$ cat src/rtl/lane_rr_sched.sv
// rtl/lane_rr_sched.sv - round-robin single-owner grant scheduler for W lanes
//
// Ports:
//   clk     in   1    rising-edge clock
//   rst     in   1    synchronous reset, active-high
//   req     in   W    per-lane request level
//   done    in   1    owner's job finished (pulse, only meaningful while granted)
//   gnt     out  W    one-hot grant, zero when no owner
//   gnt_id  out  IDW  binary index of owner, zero when no owner
//   busy    out  1    grant held (equals |gnt)
//   timeout out  1    one-cycle pulse on forced release
//
// Optional feature: define LANE_RR_SCHED_TIMEOUT_EN to force a release after
// the owner has held the grant for HOLD_MAX+1 cycles. Without it timeout is
// tied low and a grant is held until done or request withdrawal.

module lane_rr_sched #(
    parameter int  W        = 6,
    parameter int  HOLD_MAX = 15,
    localparam int IDW      = (W > 1) ? $clog2(W) : 1
) (
    input  logic           clk,
    input  logic           rst,
    input  logic [W-1:0]   req,
    input  logic           done,
    output logic [W-1:0]   gnt,
    output logic [IDW-1:0] gnt_id,
    output logic           busy,
    output logic           timeout
);

    typedef enum logic {
        IDLE  = 1'b0,
        GRANT = 1'b1
    } state_t;

    state_t         state;
    state_t         state_n;
    logic [W-1:0]   gnt_n;
    logic [IDW-1:0] gnt_id_n;
    logic           busy_n;
    logic [IDW-1:0] ptr;
    logic [IDW-1:0] ptr_n;
    logic [IDW-1:0] winner;
    logic [IDW-1:0] next_ptr;
    logic           owner_req;
    logic           normal_rel;
    logic           force_rel;

    // Rotate the request vector so the pointer lane sits at bit 0, take the
    // lowest set bit, then map the offset back to an absolute lane index.
    function automatic logic [IDW-1:0] rr_pick(input logic [W-1:0]   r,
                                               input logic [IDW-1:0] p);
        logic [W-1:0] rot;
        int           off;
        int           sum;
        rot = W'({r, r} >> p);
        off = 0;
        for (int k = W - 1; k >= 0; k--) begin
            if (rot[k]) begin
                off = k;
            end
        end
        sum = int'(p) + off;
        if (sum >= W) begin
            sum = sum - W;
        end
        return IDW'(sum);
    endfunction

    assign winner     = rr_pick(req, ptr);
    assign owner_req  = |(req & gnt);
    assign normal_rel = done || !owner_req;
    assign next_ptr   = (gnt_id == IDW'(W - 1)) ? '0 : gnt_id + IDW'(1);

`ifdef LANE_RR_SCHED_TIMEOUT_EN
    localparam int HCW = (HOLD_MAX > 0) ? $clog2(HOLD_MAX + 1) : 1;

    logic [HCW-1:0] hold_cnt;
    logic [HCW-1:0] hold_cnt_n;
    logic           timeout_n;

    assign force_rel = (state == GRANT) && (hold_cnt == HCW'(HOLD_MAX));

    // Counter is zero on the first GRANT cycle and counts every cycle held.
    always_comb begin
        hold_cnt_n = '0;
        timeout_n  = 1'b0;
        if (state == GRANT) begin
            if (normal_rel) begin
                hold_cnt_n = '0;
            end else if (force_rel) begin
                hold_cnt_n = '0;
                timeout_n  = 1'b1;
            end else begin
                hold_cnt_n = hold_cnt + HCW'(1);
            end
        end
    end

    always_ff @(posedge clk) begin
        if (rst) begin
            hold_cnt <= '0;
            timeout  <= 1'b0;
        end else begin
            hold_cnt <= hold_cnt_n;
            timeout  <= timeout_n;
        end
    end
`else
    logic unused_hold_max;

    assign unused_hold_max = |HOLD_MAX;
    assign force_rel       = 1'b0;
    assign timeout         = 1'b0;
`endif

    always_comb begin
        state_n  = state;
        gnt_n    = gnt;
        gnt_id_n = gnt_id;
        busy_n   = busy;
        ptr_n    = ptr;
        case (state)
            IDLE: begin
                if (|req) begin
                    state_n  = GRANT;
                    gnt_n    = W'(1) << winner;
                    gnt_id_n = winner;
                    busy_n   = 1'b1;
                end
            end
            GRANT: begin
                // Other lanes' requests are ignored; only the owner matters.
                if (normal_rel || force_rel) begin
                    state_n  = IDLE;
                    gnt_n    = '0;
                    gnt_id_n = '0;
                    busy_n   = 1'b0;
                    ptr_n    = next_ptr;
                end
            end
            default: begin
                state_n  = IDLE;
                gnt_n    = '0;
                gnt_id_n = '0;
                busy_n   = 1'b0;
            end
        endcase
    end

    always_ff @(posedge clk) begin
        if (rst) begin
            state  <= IDLE;
            gnt    <= '0;
            gnt_id <= '0;
            busy   <= 1'b0;
            ptr    <= '0;
        end else begin
            state  <= state_n;
            gnt    <= gnt_n;
            gnt_id <= gnt_id_n;
            busy   <= busy_n;
            ptr    <= ptr_n;
        end
    end

endmodule

$ cat config.mk
export PLATFORM = sky130hd
export DESIGN_NAME = lane_rr_sched
export DESIGN_NICKNAME = d
export VERILOG_FILES = /design/src/rtl/lane_rr_sched.sv
export SDC_FILE = /design/constraint.sdc
export NUM_CORES = 1
export LEC_CHECK = 0
export ABC_AREA = 0
export BUFFER_PORTS_ARGS = -buffer_cell sky130_fd_sc_hd__buf_2
export CORE_MARGIN = 4
export CORE_UTILIZATION = 35
export DETAILED_ROUTE_END_ITERATION = 16
export GPL_ROUTABILITY_DRIVEN = 1
export SYNTH_ARGS = -nofsm -noshare
export SYNTH_HDL_FRONTEND = slang
export SYNTH_SLANG_ARGS = --single-unit
$ cat constraint.sdc
create_clock -name clk -period 4 [get_ports clk]
set_input_delay 0.4 -clock clk [delete_from_list [all_inputs] [get_ports clk]]
set_output_delay 0.4 -clock clk [all_outputs]
set_load 0.02 [all_outputs]
==> impl_metrics.json, run 1 <==
{
  "cts_tree": "yes",
  "final_cells": 197,
  "final_antenna_net_count": 0,
  "cp_max_fo": 25,
  "post-place-cells": 193,
  "dpl_cell_area_sq_um": 1280,
  "status": "finished clean",
  "die_w_um": 66.5,
  "initial_core_util_pct": 38.0,
  "gpl.final_weighted_congestion": 0.873,
  "arrival_ns": 3.53,
  "cts_htree_levels": 1,
  "fp.dieH_um": 66.5,
  "vias": 1063,
  "rows": 20,
  "drtPass1Iterations": 4,
  "track_usage_pct": 13.8,
  "post-dp-hpwl_mm": 2.16,
  "p_per_area_nw_per_um2": 547,
  "wirelength_mm": 2.76,
  "worstSetupEndpointType": "register",
  "post_cts_resized": 0,
  "irDropWorstVdd_mv": 0.360,
  "timing.final.crit_share_pct": 83.8,
  "antenna_found_initial": 0,
  "layout_commonest_cell": "nor2_1",
  "fillers": 345,
  "viasPerCell": 5.40,
  "drive_gt1_share_pct": 25.5,
  "critPathKind": "register to register",
  "ys_seq_area_share_pct": 23.4,
  "timing.slew.headroom_pct": 35.7,
  "clk_pin_slew_ns": 0.09,
  "syn_nets": 154,
  "synth_top_area_share_pct": 23.4,
  "final_cell_mix": "nor2_1 (19), buf_2 (18), dfxtp_1 (14)",
  "portBuffers": 18,
  "maxSlewViolCount": 0,
  "synth-edff-count": 0,
  "tightestPinTransition_ns": 0.963,
  "min_period_ns": 3.35,
  "syn_avg_cell_area_sq_um": 8.50,
  "syn_inst": 141,
  "clock_skew_ns": 0.00280,
  "finish.utilization_pct": 41.9,
  "synth.ff_latch_count": 14,
  "hold_viol_final": 0,
  "nNetsFinal": 167,
  "post-cts-setup-buffers": 0,
  "synthToLayoutAreaGrowth_pct": 10.1,
  "dr.first_iter.drc_count": 25,
  "synth.distinct_cells": 47,
  "clock-sinks": 14,
  "io_pins": 20,
  "required_ns": 4.17,
  "setup_tns_ns": 0,
  "wl_per_cell_um": 14.0,
  "fin_area_sq_um": 1320,
  "diodes": 0,
  "ctsHoldBuffers": 0,
  "critPathLaunchType": "register",
  "clk_latency_ns": 0.28,
  "cts_buffer_depth": 2,
  "p_leak_uw": 0.000538,
  "cts_buffers": 3,
  "grt_setup_unrepaired": "no",
  "fp.coreArea_sq_um": 3150,
  "dieArea_sq_um": 4420,
  "ys_warn_count": 0,
  "max_freq_mhz": 298,
  "synth_area_leader_cell": "dfxtp_1",
  "synthArstFlopShare_pct": 0,
  "cts_root_buf": "clkbuf_4",
  "max-cap-violations": 0,
  "ys_dominant_reg_cell": "dfxtp_1",
  "netlist_area_sq_um": 1200,
  "remaining_drc_errors": 0,
  "hold_path_class": "primary input to register",
  "setup_violations": 0,
  "grt_start_max_net_pins": 26,
  "grt_pass1_vias": 1094,
  "grt-ovfl-total": 0,
  "synth_area_leaders": "dfxtp_1 (23%), mux2i_1 (10%), nor2_1 (5.9%)",
  "grt_pass1_wl_mm": 4.88
}
-- flip-flops by register name, summed over array words and instances (netlist names) --
signal,count
gnt_id,3
ptr,3
state,1
gnt,6
busy,1
-- metal layers --
| layer | up-vias | part of all wire (%) | routed length, um | global-route usage (%) |
|---|---|---|---|---|
| met5 | - | 0 | 0 | 0 |
| met4 | 0 | 1.2 | 34 | 3.55 |
| met3 | 2 | 4.5 | 124 | 2.87 |
| met2 | 20 | 51 | 1400 | 23.8 |
| met1 | 499 | 43 | 1200 | 17.3 |
| li1 | 542 | - | - | - |
-- synthesized netlist by cell type, types with 2 or more instances --
| cell | number |
|---|---|
| a211oi_1 | 4 |
| a21o_1 | 2 |
| a21oi_1 | 2 |
| a21oi_2 | 2 |
| a22o_2 | 2 |
| a22oi_1 | 5 |
| a32oi_1 | 5 |
| buf_2 | 6 |
| buf_4 | 2 |
| dfxtp_1 | 14 |
| ha_1 | 3 |
| inv_1 | 5 |
| mux2_2 | 5 |
| mux2i_1 | 12 |
| nand2_1 | 8 |
| nand2b_1 | 4 |
| nor2_1 | 19 |
| nor2b_1 | 2 |
| nor3_1 | 2 |
| o211ai_1 | 3 |
| o21ai_0 | 5 |
| o21ai_1 | 2 |
| or2_2 | 2 |
| xor2_1 | 2 |
-- area by class of cell --
cell class              instances  area (sq um)  share of cell area, %
well taps                      44          55.1                   4.17
repair buffers                 18          90.1                   6.82
multi-input cells             112           840                   63.6
flip-flops and latches         14           280                   21.2
clock buffers                   4          36.3                   2.75
inverters                       5          18.8                   1.42
-- critical path, cell delays in order, from the launching register on --
cell	delay, ns
dfxtp_1	0.96
nand2b_1	0.15
o221ai_1	0.21
a31oi_1	0.11
o21ai_1	0.13
o2bb2ai_1	0.09
ha_1	0.20
fa_1	0.38
xor2_1	0.35
a211oi_1	0.12
mux2_2	0.29
a32oi_1	0.20
nor2_1	0.06
-- worst paths after layout --
| path | start | to | slack, ns | depth (start not counted) |
|---|---|---|---|---|
| setup / recovery | ptr[1]$_SDFFE_PP0P_ | gnt[0]$_SDFFE_PP0P_ | 0.65 | 12 |
| hold / removal | rst | gnt[1]$_SDFFE_PP0P_ | 0.45 | 2 |
| setup reg to reg | ptr[1]$_SDFFE_PP0P_ | gnt[0]$_SDFFE_PP0P_ | 0.65 | 12 |
| hold reg to reg | busy$_SDFFE_PP0P_ | busy$_SDFFE_PP0P_ | 0.53 | 2 |
-- per-stage QoR --
step / setup WS (ns) / power (uW) / hold WS [ns]
2_1_floorplan: 1.04 / 536 / 0.479
3_3_place_gp: 0.783 / 611 / 0.482
3_5_place_dp: 0.677 / 619 / 0.514
4_1_cts: 0.652 / 725 / 0.455
5_1_grt: 0.332 / 791 / 0.448
6_report: 0.646 / 722 / 0.455
-- kinds of logic (layout without fill, tap and decap cells) --
group	count (synthesis)	after routing	synth area share (%)
adders and majority gates	4	4	4.80
AOI/OAI and AO/OA	40	40	26.1
DFF	14	14	23.4
buffers and inverters	15	27	6.58
muxes	18	18	16.6
and+or+nand+nor	46	46	20.0
xor gates and xnor gates	3	3	2.19
other	1	1	0.313
-- where the power goes --
part           internal (uW)  switching [uW]
Combinational            175             209
Clock                   55.4            48.6
Sequential               172            62.1
No activity file was read; power rests on OpenSTA's default activity.
==> run 2, diff against run 1 <==
- clock period: 4 -> 2.95 ns (I/O delays scaled with it)
==> run 2 against run 1 <==
  * Combinational power rose by 87%
  * Largest power group unchanged
  * Via count is 9.6% higher
  * Global-route usage increased by 1.3 points
  * Worst hold slack worse by 0.12 ns
  * First-iteration DRC count fell by 4.0%
==> impl_metrics.json, run 2 (synthesis gave the netlist of run 1 again) <==
{
  "fp.dieH_um": 66.5,
  "arrival_ns": 3.07,
  "viasPerCell": 5.47,
  "maxSlewViolCount": 0,
  "fp.coreArea_sq_um": 3150,
  "ctsHoldBuffers": 0,
  "die_w_um": 66.5,
  "internal-power_uw": 654,
  "critPathKind": "register to register",
  "remaining_drc_errors": 0,
  "final_cells": 213,
  "largest_reg_flops": 6,
  "antenna_found_initial": 0,
  "cts_buffers": 3,
  "seq_power_share_pct": 24.4,
  "hold_viol_final": 0,
  "track_usage_pct": 15.0,
  "portBuffers": 18,
  "irDropWorstVdd_mv": 0.410,
  "post-dp-hpwl_mm": 2.33,
  "p_per_area_nw_per_um2": 749,
  "timing.final.crit_share_pct": 95.5,
  "wirelength_mm": 3.12,
  "clock_skew_ns": 0.00298,
  "grt_start_max_net_pins": 22,
  "clockPowerShare_pct": 12.8,
  "grt-ovfl-total": 0,
  "top_register": "gnt",
  "dpl_cell_area_sq_um": 1380,
  "final_cell_mix": "nor2_1 (19), buf_2 (18), buf_4 (15)",
  "diodes": 0,
  "grt_pass1_wl_mm": 5.21,
  "max_freq_mhz": 355,
  "required_ns": 3.20,
  "status": "finished clean",
  "swShare_pct": 42.6,
  "min_period_ns": 2.82,
  "initial_core_util_pct": 38.0,
  "vias": 1165,
  "clock-sinks": 14,
  "clk_latency_ns": 0.30,
  "p_comb_share_pct": 62.9,
  "final_antenna_net_count": 0,
  "drtPass1Iterations": 4,
  "critPathLaunchType": "register",
  "dr.first_iter.drc_count": 24,
  "fillers": 339,
  "r2r-start": "ptr[2]$_SDFFE_PP0P_",
  "power.net_switching_uw": 486,
  "cts_root_buf": "clkbuf_4",
  "cts_tree": "yes",
  "io_pins": 20,
  "nNetsFinal": 183,
  "reg_top3": "gnt x6, gnt_id x3, ptr x3",
  "finish.utilization_pct": 48.3,
  "setup_violations": 0,
  "p_leak_uw": 0.000621,
  "setup_tns_ns": 0,
  "synthToLayoutAreaGrowth_pct": 26.9,
  "hold_path_class": "primary input to register",
  "layout_commonest_cell": "nor2_1",
  "fin_area_sq_um": 1520,
  "startpoint": "ptr[2]$_SDFFE_PP0P_",
  "grt_pass1_vias": 1184,
  "worstSetupEndpointType": "register",
  "multi_input_area_sq_um": 903,
  "clk_pin_slew_ns": 0.09,
  "gpl.final_weighted_congestion": 0.784,
  "final-seq-area_sq_um": 285,
  "cp_max_fo": 5,
  "min_from": "rst",
  "dieArea_sq_um": 4420,
  "drive_gt1_share_pct": 40.2,
  "wl_per_cell_um": 14.7,
  "post-place-cells": 203,
  "cts_htree_levels": 1,
  "rows": 20,
  "max-cap-violations": 0,
  "cts_buffer_depth": 2
}
-- run 2: cell count changes in the layout (fill, tap and decap cells not counted), moves of 2 or more --
| cell | before | now |
|---|---|---|
| buf_4 | 0 | 15 |
| dfxtp_1 | 14 | 12 |
| mux2i_2 | 0 | 3 |
| o21ai_0 | 5 | 3 |
| mux2i_1 | 12 | 9 |
| ha_1 | 3 | 1 |
-- run 2: critical path, cell delays in order, from the launching register on --
cell	delay, ns
dfxtp_4	0.37
buf_4	0.13
mux2_2	0.36
mux2i_1	0.14
a21oi_1	0.09
o21ai_1	0.13
o2bb2ai_1	0.13
ha_2	0.21
fa_2	0.45
inv_2	0.10
xnor2_1	0.10
nor4b_2	0.36
a22o_2	0.20
-- run 2: cell type report --
cell class,instances,share of cell area [%]
multi-input cells,112,59.4
flip-flops and latches,14,18.8
well taps,44,3.62
clock buffers,4,2.38
inverters,5,1.23
repair buffers,34,14.6
-- run 2: power groups by stage --
stage | Sequential [uW] | Clock [uW] | Combinational [uW]
2_1_floorplan | 312 | 0 | 420
3_3_place_gp | 284 | 0 | 617
3_5_place_dp | 286 | 0 | 624
4_1_cts | 282 | 147 | 628
5_1_grt | 287 | 157 | 787
6_report | 278 | 146 | 717
-- run 2: per-stage QoR --
stage | hold WS, ns | worst slack (ns) | total power, uW
after floorplan | 0.374 | 0.0255 | 731
after global placement | 0.482 | 0.00505 | 901
after detailed placement | 0.491 | -0.0677 | 910
after CTS | 0.344 | 0.0465 | 1060
after global routing | 0.348 | -0.0241 | 1230
final | 0.339 | 0.133 | 1140
-- run 2: path summary, 6_finish.rpt --
path / end / slack, ns / cells past startpoint
setup / recovery: gnt[3]$_SDFFE_PP0P_ / 0.13 / 12
hold / removal: gnt_id[1]$_SDFFE_PP0P_ / 0.34 / 2
setup reg to reg: gnt[3]$_SDFFE_PP0P_ / 0.13 / 12
hold reg to reg: busy$_SDFFE_PP0P_ / 0.50 / 2
-- run 2: routing by layer --
metal | wire, um | global-route usage (%)
met5 | 0 | 0
met4 | 87 | 6.85
met3 | 77 | 1.52
met2 | 1550 | 26.8
met1 | 1410 | 18.0
-- run 2: repair_timing --
item / 4_1_cts / 5_1_grt
pin swaps: 0 / 4
gates cloned: 0 / 0
setup endpoints to repair: 6 / 8
resized for setup: 1 / 19
buffers inserted: 0 / 6
==> run 3, diff against run 2 <==
- CORE_MARGIN: 4 -> default
- GPL_ROUTABILITY_DRIVEN: 1 -> 0
- RECOVER_POWER: default -> 25
==> run 3 against run 2 <==
  * Count of clock-buffer cells in the layout down 1
  * Worst setup slack got worse by 0.019 ns
  * Non-clock buffer count shrank 4
  * Die area decreased by 17%
  * Global-route usage rose by 2.7 points
  * Utilization fell by 2.9 points
  * Register-to-register slack worse by 0.02 ns
  * Highest routed layer unchanged
  * Sequential power is 3% higher
  * Fmax decreased by 0.67%
  * Via count up 1.9%
  * Clock skew decreased by 0.00071 ns
  * Power fell by 8.8%
==> impl_metrics.json, run 3 (synthesis gave the netlist of run 1 again) <==
{
  "critPathLaunchType": "register",
  "min_from": "rst",
  "p_leak_uw": 0.000578,
  "critPathKind": "register to register",
  "status": "finished clean",
  "wirelength_mm": 3.06,
  "wirelength_met1_mm": 1.33,
  "arrival_ns": 3.01,
  "diodes": 0,
  "r2r_cells": 11,
  "post-dp-hpwl_mm": 2.33,
  "largest_reg_flops": 6,
  "clk_pin_slew_ns": 0.08,
  "reg_top3": "gnt x6, gnt_id x3, ptr x3",
  "dr.first_iter.drc_count": 38,
  "reg2reg_slack_ns": 0.11,
  "drtPass1Iterations": 4,
  "grt_start_max_net_pins": 15,
  "hold_depth": 2,
  "grt-ovfl-total": 0,
  "nNetsFinal": 179,
  "max-cap-violations": 0,
  "cts_htree_levels": 1,
  "portBuffers": 18,
  "cts_root_buf": "clkbuf_4",
  "p_per_area_nw_per_um2": 728,
  "rows": 20,
  "hold_path_class": "primary input to register",
  "min_to": "gnt_id[0]$_SDFFE_PP0P_",
  "hold_viol_final": 0,
  "post-place-cells": 205,
  "viasPerCell": 5.71,
  "min_period_ns": 2.84,
  "top_register": "gnt",
  "required_ns": 3.12,
  "setup_violations": 0,
  "wl_per_cell_um": 14.7,
  "die_w_um": 60.5,
  "regToRegEndpoint": "gnt[0]$_SDFFE_PP0P_",
  "grt_pass1_wl_mm": 4.84,
  "final_antenna_net_count": 0,
  "final_cell_mix": "nor2_1 (19), buf_2 (13), dfxtp_1 (12)",
  "cp_max_fo": 9,
  "synthToLayoutAreaGrowth_pct": 19.2,
  "wl_met2_mm": 1.54,
  "antenna_found_initial": 0,
  "cts_buffer_depth": 2,
  "worstSetupEndpointType": "register",
  "track_usage_pct": 17.8,
  "remaining_drc_errors": 0,
  "clk_latency_ns": 0.28,
  "clock-sinks": 14,
  "grt_pass1_vias": 1091,
  "max_freq_mhz": 353,
  "layout_commonest_cell": "nor2_1",
  "clock_skew_ns": 0.00227,
  "irDropWorstVdd_mv": 0.379,
  "dr.max_layer_used": "met4",
  "finish.utilization_pct": 45.3,
  "post-cts-setup-buffers": 0,
  "fp.dieH_um": 60.5,
  "met3_wirelength_um": 128,
  "cts_buffers": 3,
  "dieArea_sq_um": 3660,
  "fp.coreArea_sq_um": 3150,
  "io_pins": 20,
  "r2r-start": "ptr[2]$_SDFFE_PP0P_",
  "timing.final.crit_share_pct": 96.1,
  "grt_setup_unrepaired": "yes",
  "drive_gt1_share_pct": 32.3,
  "cts_tree": "yes",
  "vias": 1187,
  "final_cells": 208,
  "initial_core_util_pct": 38.0,
  "maxSlewViolCount": 0
}
-- run 3: cell types whose count changed in the layout (fill, tap and decap cells not counted), sizes merged --
cell / previous run / this run
buf: 34 / 25
clkbuf: 4 / 8
-- run 3: worst max path at each step --
stage                              from                  end  slack, ns  cells after the start
floorplan           ptr[1]$_SDFFE_PP0P_  gnt[0]$_SDFFE_PP0P_       0.03                     12
global placement                 req[4]  gnt[1]$_SDFFE_PP0P_       0.05                     12
detailed placement  ptr[2]$_SDFFE_PP0P_  gnt[1]$_SDFFE_PP0P_      -0.03                     11
CTS                 ptr[1]$_SDFFE_PP0P_  gnt[1]$_SDFFE_PP0P_       0.01                     10
global route        ptr[2]$_SDFFE_PP0P_  gnt[1]$_SDFFE_PP0P_     -0.003                     11
finish              ptr[2]$_SDFFE_PP0P_  gnt[0]$_SDFFE_PP0P_       0.11                     11
-- run 3: final cells by class --
class	instances	area [sq um]
clock buffers	3	22.5
flip-flops and latches	14	285
fillers	339	1720
repair buffers	30	186
multi-input cells	112	861
well taps	44	55.1
inverters	5	18.8
-- run 3: repair_timing --
item | CTS | global route
hold buffers | 0 | 0
pin swaps | 0 | 1
endpoints found under the setup margin | 4 | 8
gates resized for setup | 1 | 10
-- run 3: metrics by stage --
step                hold slack [ns]  setup WS, ns  setup TNS, ns  power (uW)  area, sq um
floorplan                     0.374        0.0255              0         731         1210
global placement              0.479        0.0493              0         905         1390
detailed placement            0.481       -0.0293        -0.0514         915         1390
CTS                           0.345        0.0129              0        1020         1420
global route                  0.355      -0.00325       -0.00325        1110         1430
finish                        0.341         0.114              0        1040         1430
-- run 3: routing by layer --
metal,global-route usage [%],vias up
met5,0,-
met4,8.77,0
met3,1.49,10
met2,30.9,39
met1,22.1,569
li1,-,569
-- run 3: power breakdown --
part | leakage (uW) | internal (uW) | switching, uW
registers | 0.000116 | 235 | 52.5
logic | 0.000449 | 295 | 349
clock network | 0.0000138 | 47.5 | 60.9
total | 0.000578 | 578 | 462
-- run 3: critical path: stages, from the launching register on --
cell and delay, ns:
dfxtp_4 0.39, or3b_1 0.38, a21o_1 0.18, a31oi_1 0.17
o21ai_1 0.08, o2bb2ai_1 0.15, ha_1 0.20, fa_1 0.46
inv_2 0.11, mux2_2 0.36, a32oi_1 0.20, nor2_1 0.06
